**src/rtl/aes_pkg.sv**
```systemverilog
// Shared AES-128 constants, types and GF(2^8) helpers used by the round datapath
// and the on-the-fly key schedule.
package aes_pkg;

    localparam int AES_NUM_ROUNDS = 10;
    localparam int STATE_W        = 128;
    localparam int WORD_W         = 32;

    localparam logic [7:0] RCON_INIT = 8'h01;
    localparam logic [7:0] RCON_POLY = 8'h1B;

    typedef logic [STATE_W-1:0] state_t;
    typedef logic [WORD_W-1:0]  word_t;

    typedef enum logic [0:0] {
        IDLE = 1'b0,
        RUN  = 1'b1
    } rka_state_e;

    // Multiply by x in GF(2^8) modulo x^8+x^4+x^3+x+1.
    function automatic logic [7:0] xtime(input logic [7:0] b);
        return {b[6:0], 1'b0} ^ (b[7] ? RCON_POLY : 8'h00);
    endfunction

    function automatic logic [7:0] gf_mul(input logic [7:0] a, input logic [7:0] b);
        logic [7:0] p;
        logic [7:0] aa;
        p  = 8'h00;
        aa = a;
        for (int i = 0; i < 8; i++) begin
            if (b[i]) p = p ^ aa;
            aa = xtime(aa);
        end
        return p;
    endfunction

    function automatic word_t rot_word(input word_t w);
        return {w[23:0], w[31:24]};
    endfunction

endpackage

```
**src/rtl/round_key_adder_if.sv**
```systemverilog
// Handshake bundle between the round mux, the AddRoundKey stage and its consumer.
interface round_key_adder_if;
    import aes_pkg::*;

    logic       key_load;
    state_t     cipher_key;
    state_t     state_in;
    logic       in_valid;
    logic       in_ready;
    state_t     state_out;
    logic [3:0] out_round;
    logic       out_last;
    logic       out_valid;
    logic       out_ready;

    modport master (
        output key_load, cipher_key, state_in, in_valid, out_ready,
        input  in_ready, state_out, out_round, out_last, out_valid
    );

    modport slave (
        input  key_load, cipher_key, state_in, in_valid, out_ready,
        output in_ready, state_out, out_round, out_last, out_valid
    );

endinterface

```
**src/rtl/aes_sbox.sv**
```systemverilog
// AES forward S-box: multiplicative inverse in GF(2^8) (as x^254) followed by the affine map.
module aes_sbox
    import aes_pkg::*;
(
    input  logic [7:0] in_byte,
    output logic [7:0] out_byte
);

    logic [7:0] inv_s;

    // x^(2^k-1) ladder up to x^127, one final squaring gives x^254 (and maps 0 to 0).
    always_comb begin
        inv_s = in_byte;
        for (int i = 0; i < 6; i++) begin
            inv_s = gf_mul(gf_mul(inv_s, inv_s), in_byte);
        end
        inv_s    = gf_mul(inv_s, inv_s);
        out_byte = inv_s
                 ^ {inv_s[6:0], inv_s[7]}
                 ^ {inv_s[5:0], inv_s[7:6]}
                 ^ {inv_s[4:0], inv_s[7:5]}
                 ^ {inv_s[3:0], inv_s[7:4]}
                 ^ 8'h63;
    end

endmodule

```
**src/rtl/key_schedule_step.sv**
```systemverilog
// One AES-128 key expansion step: current round key and rcon in, next round key and rcon out.
module key_schedule_step
    import aes_pkg::*;
(
    input  state_t     rk,
    input  logic [7:0] rcon,
    output state_t     next_rk,
    output logic [7:0] next_rcon
);

    word_t rot_s;
    word_t sub_s;
    word_t temp_s;
    word_t w0_s, w1_s, w2_s, w3_s;

    assign rot_s = rot_word(rk[31:0]);

    for (genvar g = 0; g < 4; g++) begin : g_sbox
        aes_sbox u_sbox (
            .in_byte  (rot_s[8*g +: 8]),
            .out_byte (sub_s[8*g +: 8])
        );
    end

    // Chained word XORs of the key expansion.
    always_comb begin
        temp_s    = sub_s ^ {rcon, 24'h000000};
        w0_s      = rk[127:96] ^ temp_s;
        w1_s      = rk[95:64]  ^ w0_s;
        w2_s      = rk[63:32]  ^ w1_s;
        w3_s      = rk[31:0]   ^ w2_s;
        next_rk   = {w0_s, w1_s, w2_s, w3_s};
        next_rcon = xtime(rcon);
    end

endmodule

```
**src/rtl/round_key_adder.sv**
```systemverilog
// Registered AddRoundKey stage with an on-the-fly AES-128 key schedule; one state per
// cycle through a single output register.
module round_key_adder
    import aes_pkg::*;
#(
    parameter int NUM_ROUNDS = AES_NUM_ROUNDS
)(
    input  logic clk,
    input  logic rst,
    round_key_adder_if.slave bus
);

    rka_state_e fsm_r, fsm_nxt_s;
    state_t     rk_r;
    logic [7:0] rcon_r;
    logic [3:0] round_cnt_r;
    state_t     state_out_r;
    logic [3:0] out_round_r;
    logic       out_last_r;
    logic       out_valid_r;

    logic       in_ready_s;
    logic       accept_s;
    logic       last_round_s;
    state_t     next_rk_s;
    logic [7:0] next_rcon_s;

    assign last_round_s = (round_cnt_r == 4'(NUM_ROUNDS));

    key_schedule_step u_ks (
        .rk        (rk_r),
        .rcon      (rcon_r),
        .next_rk   (next_rk_s),
        .next_rcon (next_rcon_s)
    );

    // Next state and input handshake.
    always_comb begin
        fsm_nxt_s  = fsm_r;
        in_ready_s = 1'b0;
        accept_s   = 1'b0;
        case (fsm_r)
            IDLE: begin
                if (bus.key_load) fsm_nxt_s = RUN;
                else              fsm_nxt_s = IDLE;
            end
            RUN: begin
                in_ready_s = ~out_valid_r | bus.out_ready;
                accept_s   = bus.in_valid & in_ready_s;
                if (accept_s && last_round_s) fsm_nxt_s = IDLE;
                else                          fsm_nxt_s = RUN;
            end
            default: fsm_nxt_s = IDLE;
        endcase
    end

    // FSM state register.
    always_ff @(posedge clk or posedge rst) begin
        if (rst) fsm_r <= IDLE;
        else     fsm_r <= fsm_nxt_s;
    end

    // Round key, rcon and round counter; a key_load outside IDLE is ignored.
    always_ff @(posedge clk or posedge rst) begin
        if (rst) begin
            rk_r        <= '0;
            rcon_r      <= RCON_INIT;
            round_cnt_r <= 4'd0;
        end else if (fsm_r == IDLE && bus.key_load) begin
            rk_r        <= bus.cipher_key;
            rcon_r      <= RCON_INIT;
            round_cnt_r <= 4'd0;
        end else if (accept_s) begin
            rk_r        <= next_rk_s;
            rcon_r      <= next_rcon_s;
            round_cnt_r <= round_cnt_r + 4'd1;
        end
    end

    // Output register: reloads on accept, clears only when consumed without a reload.
    always_ff @(posedge clk or posedge rst) begin
        if (rst) begin
            state_out_r <= '0;
            out_round_r <= 4'd0;
            out_last_r  <= 1'b0;
            out_valid_r <= 1'b0;
        end else if (accept_s) begin
            state_out_r <= bus.state_in ^ rk_r;
            out_round_r <= round_cnt_r;
            out_last_r  <= last_round_s;
            out_valid_r <= 1'b1;
        end else if (out_valid_r && bus.out_ready) begin
            out_valid_r <= 1'b0;
        end
    end

    assign bus.in_ready  = in_ready_s;
    assign bus.state_out = state_out_r;
    assign bus.out_round = out_round_r;
    assign bus.out_last  = out_last_r;
    assign bus.out_valid = out_valid_r;

endmodule

```
**src/flat_wrapper.sv**
```systemverilog
// flat-port wrapper written by rule: the top's interface ports become plain ports
module round_key_adder_flat import aes_pkg::*;
#(
    parameter int NUM_ROUNDS = AES_NUM_ROUNDS
)
  (clk, rst, bus_key_load, bus_cipher_key, bus_state_in, bus_in_valid, bus_out_ready, bus_in_ready, bus_state_out, bus_out_round, bus_out_last, bus_out_valid);
  round_key_adder_if bus_i ();
  input  logic clk;
  input  logic rst;
  input wire logic [$bits(bus_i.key_load)-1:0] bus_key_load;
  input wire logic [$bits(bus_i.cipher_key)-1:0] bus_cipher_key;
  input wire logic [$bits(bus_i.state_in)-1:0] bus_state_in;
  input wire logic [$bits(bus_i.in_valid)-1:0] bus_in_valid;
  input wire logic [$bits(bus_i.out_ready)-1:0] bus_out_ready;
  output wire logic [$bits(bus_i.in_ready)-1:0] bus_in_ready;
  output wire logic [$bits(bus_i.state_out)-1:0] bus_state_out;
  output wire logic [$bits(bus_i.out_round)-1:0] bus_out_round;
  output wire logic [$bits(bus_i.out_last)-1:0] bus_out_last;
  output wire logic [$bits(bus_i.out_valid)-1:0] bus_out_valid;
  assign bus_i.key_load = bus_key_load;
  assign bus_i.cipher_key = bus_cipher_key;
  assign bus_i.state_in = bus_state_in;
  assign bus_i.in_valid = bus_in_valid;
  assign bus_i.out_ready = bus_out_ready;
  assign bus_in_ready = bus_i.in_ready;
  assign bus_state_out = bus_i.state_out;
  assign bus_out_round = bus_i.out_round;
  assign bus_out_last = bus_i.out_last;
  assign bus_out_valid = bus_i.out_valid;
  round_key_adder #(.NUM_ROUNDS(NUM_ROUNDS)) u_core (.clk(clk), .rst(rst), .bus(bus_i));
endmodule
```
**config.mk**
```make
export PLATFORM = sky130hd
export DESIGN_NAME = round_key_adder_flat
export DESIGN_NICKNAME = d
export VERILOG_FILES = /design/src/rtl/aes_pkg.sv /design/src/rtl/round_key_adder_if.sv /design/src/rtl/aes_sbox.sv /design/src/rtl/key_schedule_step.sv /design/src/rtl/round_key_adder.sv /design/src/flat_wrapper.sv
export SDC_FILE = /design/constraint.sdc
export NUM_CORES = 2
export LEC_CHECK = 0
export BUFFER_PORTS_ARGS = -buffer_cell sky130_fd_sc_hd__buf_2
export CORE_ASPECT_RATIO = 1.1
export CORE_MARGIN = 2
export CORE_UTILIZATION = 43
export CTS_CLUSTER_SIZE = 20
export DETAILED_ROUTE_END_ITERATION = 7
export SYNTH_ARGS = -nofsm -noshare
export SYNTH_HDL_FRONTEND = slang
export SYNTH_SLANG_ARGS = --single-unit
```
**constraint.sdc**
```tcl
create_clock -name clk -period 29 [get_ports clk]
set_input_delay 1.45 -clock clk [delete_from_list [all_inputs] [get_ports clk]]
set_output_delay 1.45 -clock clk [all_outputs]
set_load 0.1 [all_outputs]
```
# Word-level counts from Yosys, hierarchy flattened
# Index checks and enable logic that the tools add are counted.
# Widths: inputs -> output; s select.
[word_totals] regBits=275 inputBits=261 wordCells=1568
[op_classes] addsub=1 eq_ne=1 mux=794 bitwise=759 reduce_logical=5
[op_table] operator="$xor 8x8->8" n=744
[op_table] operator="$mux 8" n=418
[op_table] operator="$mux 5" n=365
[op_table] operator="$mux 128" n=2
[op_table] operator="$xor 32x32->32" n=5
[op_table] operator="$xor 128x128->128" n=1
[op_table] operator="$not 4->4" n=4
[op_table] operator="$mux 4" n=2
[op_table] operator="$xor 8x5->8" n=1
[op_table] operator="$mux 1" n=6
[op_table] operator="$add 4x1->4 const B" n=1
[op_table] operator="$eq 4x4->1 const B" n=1
[op_table] operator="$reduce_bool 2->1" n=2
[op_table] operator="$logic_and 1x1->1" n=3
[op_table] operator="$not 1->1" n=2
[op_table] operator="$pmux 1 s2" n=1
[op_table] operator="$and 1x1->1" n=1
[op_table] operator="$or 1x1->1" n=1

# Depth between registers and ports, before layout
[logic_depth] depth_word=220 depth_mapped=98 ltp_nobuf=86

# Hierarchy
# A second synthesis with hierarchy kept.
[unflattened] cells_unflattened=8429 area_unflattened_um2=70392.5
[modules_own_cells] mod="aes_sbox" n_inst=4 cells_each=1796 area_per_inst_um2=14167.3 seq_area_each_um2=0.0
[modules_own_cells] mod="round_key_adder" n_inst=1 cells_each=1062 area_per_inst_um2=12101.6 seq_area_each_um2=6882.9
[modules_own_cells] mod="key_schedule_step" n_inst=1 cells_each=183 area_per_inst_um2=1621.6 seq_area_each_um2=0.0

# Least setup slack after synthesis
# No wires, ideal clock.
[synth_timing] path_type="flip-flop to flip-flop" start="register u_core.rk_r[8]" end="register u_core.rk_r[21]" setup_time_ns=0.126 t_arrival_ns=22.822 required_time_ns=28.874 slack_ns=6.052 stages_incl_launch_ff=94 path_cell_list="dfrtp_1 -> ha_1 -> clkbuf_1 -> xnor3_1 -> or3_1 -> a32oi_1 -> xor2_1 -> xor2_2 -> buf_2 -> nor2_1 -> o21ai_0 -> xnor3_1 -> xor2_2 -> inv_2 -> buf_2 -> ha_1 -> clkbuf_1 -> xnor3_1 -> (+58 left out) -> xnor3_1 -> nand2_1 -> xnor3_1 -> xnor2_1 -> xnor2_1 -> clkbuf_1 -> ha_1 -> inv_1 -> xnor2_1 -> mux2i_1 -> xnor2_1 -> xnor2_1 -> xnor2_1 -> xnor2_4 -> xnor3_1 -> xnor2_1 -> xnor2_1 -> a311o_1"
[synth_via] elab_chain_len=213 elab_cells_between_ends=382
[synth_rtl] element="from (decl)" line_no="round_key_adder.sv:14" rtl="state_t rk_r;"
[synth_rtl] element="from (signal assigned)" line_no="round_key_adder.sv:70" rtl="rk_r <= bus.cipher_key;"
[synth_rtl] element="from (signal assigned)" line_no="round_key_adder.sv:74" rtl="rk_r <= next_rk_s;"
[synth_rtl] element="$mux 8" line_no="aes_pkg.sv:31" rtl="if (b[i]) p = p ^ aa;"
[synth_rtl] element="$xor 8x8->8" line_no="aes_pkg.sv:31"
[synth_rtl] element="$mux 8" line_no="aes_pkg.sv:31"
[synth_rtl] element="$xor 8x8->8" line_no="aes_pkg.sv:31"
[synth_rtl] element="$mux 8" line_no="aes_pkg.sv:31"
[synth_rtl] element="$xor 8x8->8" line_no="aes_pkg.sv:31"
[synth_rtl] element="$mux 8" line_no="aes_pkg.sv:31"
[synth_rtl] element="$xor 8x8->8" line_no="aes_pkg.sv:31"
[synth_rtl] element="(+197 left out)"
[synth_rtl] element="$not 4->4 (no source line) *"
[synth_rtl] element="$xor 32x32->32 *" line_no="key_schedule_step.sv:27" rtl="temp_s = sub_s ^ {rcon, 24'h000000};"
[synth_rtl] element="$xor 32x32->32 *" line_no="key_schedule_step.sv:28" rtl="w0_s = rk[127:96] ^ temp_s;"
[synth_rtl] element="$xor 32x32->32 *" line_no="key_schedule_step.sv:29" rtl="w1_s = rk[95:64] ^ w0_s;"
[synth_rtl] element="$xor 32x32->32 *" line_no="key_schedule_step.sv:30" rtl="w2_s = rk[63:32] ^ w1_s;"
[synth_rtl] element="$xor 32x32->32 *" line_no="key_schedule_step.sv:31" rtl="w3_s = rk[31:0] ^ w2_s;"
[synth_rtl] element="$mux 128 *" line_no="round_key_adder.sv:73" rtl="end else if (accept_s) begin"
[synth_rtl] element="$mux 128 *" line_no="round_key_adder.sv:69" rtl="end else if (fsm_r == IDLE && bus.key_load) begin"
# Every way passes the cells marked *; elsewhere a longest branch is shown, timed or not. The select of a mux whose other input is x is not followed.
# A chain may end at the register's enable or synchronous reset.

# Worst setup path in the final report
[layout_timing] start="register u_core.rk_r[31]" end="register u_core.rk_r[7]"
[layout_via] elab_chain_len=212 elab_cells_between_ends=384
[layout_rtl] element="$mux 5 or $mux 8 (tied branches)" line_no="aes_pkg.sv:22, aes_pkg.sv:31"
[layout_rtl] element="$xor 8x8->8, on equally long branches" line_no="aes_pkg.sv:22, aes_pkg.sv:31"
[layout_rtl] element="$xor 8x8->8 or $mux 8 (tied branches)" line_no="aes_pkg.sv:31"
[layout_rtl] element="$mux 8 or $xor 8x8->8 (tied branches)" line_no="aes_pkg.sv:31"
[layout_rtl] element="$xor 8x8->8 or $mux 8 (tied branches)" line_no="aes_pkg.sv:31"
[layout_rtl] element="$mux 8 or $xor 8x8->8 (tied branches)" line_no="aes_pkg.sv:31"
[layout_rtl] element="$xor 8x8->8 or $mux 8 (tied branches)" line_no="aes_pkg.sv:31"
[layout_rtl] element="$mux 8 or $xor 8x8->8 (tied branches)" line_no="aes_pkg.sv:31"
[layout_rtl] element="(+196 left out)"
[layout_rtl] element="$xor 8x8->8 *" line_no="aes_sbox.sv:22" rtl="^ {inv_s[3:0], inv_s[7:4]}"
[layout_rtl] element="$xor 32x32->32 *" line_no="key_schedule_step.sv:27"
[layout_rtl] element="$xor 32x32->32 *" line_no="key_schedule_step.sv:28"
[layout_rtl] element="$xor 32x32->32 *" line_no="key_schedule_step.sv:29"
[layout_rtl] element="$xor 32x32->32 *" line_no="key_schedule_step.sv:30"
[layout_rtl] element="$xor 32x32->32 *" line_no="key_schedule_step.sv:31"
[layout_rtl] element="$mux 128 *" line_no="round_key_adder.sv:73"
[layout_rtl] element="$mux 128 *" line_no="round_key_adder.sv:69"
# Marks and branches as above.

==> reports/qor.yml <==
clock_tree:
  htree_levels: 2
  cts_tree: "built"
  cts.path.max_buffers: 3
  cts_root_buf: "clkbuf_16"
  cts-buffers-inserted: 40
  clk_pin_slew_ns: 0.07
  clk_latency_ns: 0.67
  cts_sinks: 275
sta:
  relSlewSlack_pct: 12.6
  rsz0062_at_grt: "no"
  min_period_over_period_pct: 94.4
  fin_setup_tns_ns: 0
  fmax_mhz: 36.5
  hold_viol: 0
  setup_viol: 0
  worstMarginPinSlew_ns: 1.31
  fin_skew_ns: 0.0523
  maxSlewViolCount: 0
  min_period_ns: 27.39
global_routing:
  grt_pass1_vias: 59043
  grt_pass1_wl_um: 360000
  antenna_found_initial: 19
  grt_max_degree: 93
  grt.overflow.total: 0
  grt_use_total_pct: 27.9
routing:
  drt-vias-per-instance: 5.89
  drtPass1Iterations: 6
  drt-wirelength-per-cell_um: 22.6
  drc: 0
  drtAntennaViolNets: 0
  drtIter0Drc: 5560
  vias: 61706
  wl_um: 237000
setup_path:
  cp_max_fo: 36
  cpMaxStageDelayCell: "xor3_1"
  worst_ep_arrival_time_ns: 27.94
  cp-end-kind: "register"
  critPathKind: "reg2reg"
  cp-start-kind: "register"
  crit_path_max_incr_delay_ns: 0.89
  cpMostUsedCell: "xnor3_1"
  cp.required_ns: 29.55
placed_design:
  io_buffer_count: 395
  place_congestion: 0.935
  dp_hpwl_um: 172000
die:
  die_area_um2: 163000
  start_util_pct: 43.2
  ios: 396
  die-width_um: 386
  core_um2: 160000
  num_rows: 154
  die_h_um: 424
min_path:
  hold_path.class: "reg2reg"
synthesis:
  synthDistinctLibCells: 123
  ys_ff_latch: 275
  yosys_warnings: 0
  syn_area_um2: 68900
  synth-seq-area-share_pct: 9.99
  syn_inst: 8335
  synth_nets: 8626
  synth_area_per_cell_um2: 8.26
  synthFlopType: "dfrtp_1"
  synth_edf_count: 0
  async_reset_ff_share_pct: 100
final_layout:
  area_delta_synth_final_pct: 7.05
  layout-drive-gt1-share_pct: 11.6
  final_nets: 8619
outcome:
  outcome: "finished clean"
flow_run:
  maxCapViolations: 0
## layout by cell type, fill, tap and decap left out, types with 36 or more instances in the layout
cell          n
a221o_1      41
o211ai_1     55
xnor3_1     468
a21oi_1     417
o21ai_0     296
or3_1        69
o22ai_1      42
mux2i_1     255
xnor2_2      82
xnor2_1    1483
buf_2       395
nand2b_1     51
xor3_1       86
nor2b_1      54
and2_1       57
nor3_1      147
dfrtp_1     242
nand3_1     195
a22oi_1     183
nor2_1      806
nand4_1      36
a211oi_1     51
inv_1        94
xor2_1      508
and3_1       52
mux2_2       42
buf_4       151
clkbuf_16    41
a31oi_1      36
nand2_1    1085
## metrics by stage
step,hold WS (ns),setup slack (ns),cell area [µm²],cells,util (%)
after floorplan,0.481,6.05,68900,8335,-
after global placement,0.457,1.78,72200,10392,45.3
after detailed placement,0.465,1.44,72200,10392,45.3
after CTS,0.481,1.29,73700,10465,46.2
after global routing,0.513,0.0609,73700,10476,46.2
final,0.478,1.61,73700,10476,46.2
## cells by family (layout without fill, tap and decap cells)
group / after synthesis / in the layout / synth area share, %
DFF: 275 / 275 / 9.99
adders and majority gates: 30 / 30 / 0.545
AOI/OAI and AO/OA: 1608 / 1608 / 15.9
xor gates and xnor gates: 2690 / 2690 / 47.4
and+or+nand+nor: 2704 / 2704 / 17.3
buffers and inverters: 727 / 751 / 4.35
other: 0 / 11 / 0
muxes: 301 / 301 / 4.49
## cell type report
| class | count | area, µm² |
|---|---|---|
| diodes | 11 | 27.5 |
| clock buffers | 48 | 1110 |
| clock inverters | 25 | 348 |
| fillers | 15792 | 85800 |
| inverters | 132 | 504 |
| multi-input cells | 7333 | 59100 |
| flip-flops and latches | 275 | 6920 |
| well taps | 2106 | 2640 |
| repair buffers | 546 | 3110 |
## cell usage after synthesis, types with 57 or more instances
master | n | area [µm²]
xnor2_1 | 1485 | 13000
nand2_1 | 1087 | 4080
nor2_1 | 807 | 3030
xor2_1 | 509 | 4460
xnor3_1 | 468 | 10500
a21oi_1 | 417 | 2090
clkbuf_1 | 374 | 1400
o21ai_0 | 296 | 1480
dfrtp_1 | 274 | 6860
mux2i_1 | 255 | 2550
nand3_1 | 195 | 976
a22oi_1 | 183 | 1370
nor3_1 | 147 | 736
buf_2 | 125 | 626
inv_1 | 96 | 360
xor3_1 | 86 | 2040
xnor2_2 | 82 | 1330
buf_1 | 71 | 267
or3_1 | 69 | 432
and2_1 | 57 | 357
## critical path, delay by kind of cell (launching register included)
kind	cells	cell delay [ns]
AOI/OAI and AO/OA	9	2.47
xor gates and xnor gates	36	17.05
adders and majority gates	6	2.62
buffers and inverters	6	1.49
DFF	1	0.47
muxes	3	0.71
and+or+nand+nor	11	2.34
## metal layers
layer | global-route usage, % | up-vias | share of wire, %
li1 | - | 28795 | -
met1 | 38.2 | 30074 | 43
met2 | 45.6 | 2426 | 46
met3 | 3.02 | 403 | 6.9
met4 | 9.41 | 8 | 3.3
met5 | 0 | - | 0.022
## registers in the layout, summed over array words and instances, names as in the netlist
name,count
u_core.bus.out_round,4
u_core.bus.out_valid,1
u_core.rcon_r,8
u_core.round_cnt_r,4
u_core.fsm_r,1
u_core.bus.state_out,128
u_core.bus.out_last,1
u_core.rk_r,128
## repair_timing
item | 4_1_cts | 5_1_grt
endpoints found under the setup margin | 0 | 38
gates resized for setup | 0 | 4
setup buffers | 0 | 0
hold buffers | 0 | 0
## path summary, 6_finish.rpt
kind / from / endpoint / slack [ns] / depth (start not counted)
setup / recovery: u_core.rk_r[31] / u_core.rk_r[7] / 1.61 / 71
setup reg to reg: u_core.rk_r[31] / u_core.rk_r[7] / 1.61 / 71
hold / removal: u_core.bus.out_round[0] / u_core.bus.out_round[0] / 0.48 / 2
min in group asynchronous: rst / u_core.rk_r[43] / 0.88 / 2
hold reg to reg: u_core.bus.out_round[0] / u_core.bus.out_round[0] / 0.48 / 2
max in group asynchronous: rst / u_core.rk_r[23] / 26.13 / 4
Power is not shown: default switching activity piles up to over one toggle a cycle in this logic, so the estimate is an artifact.
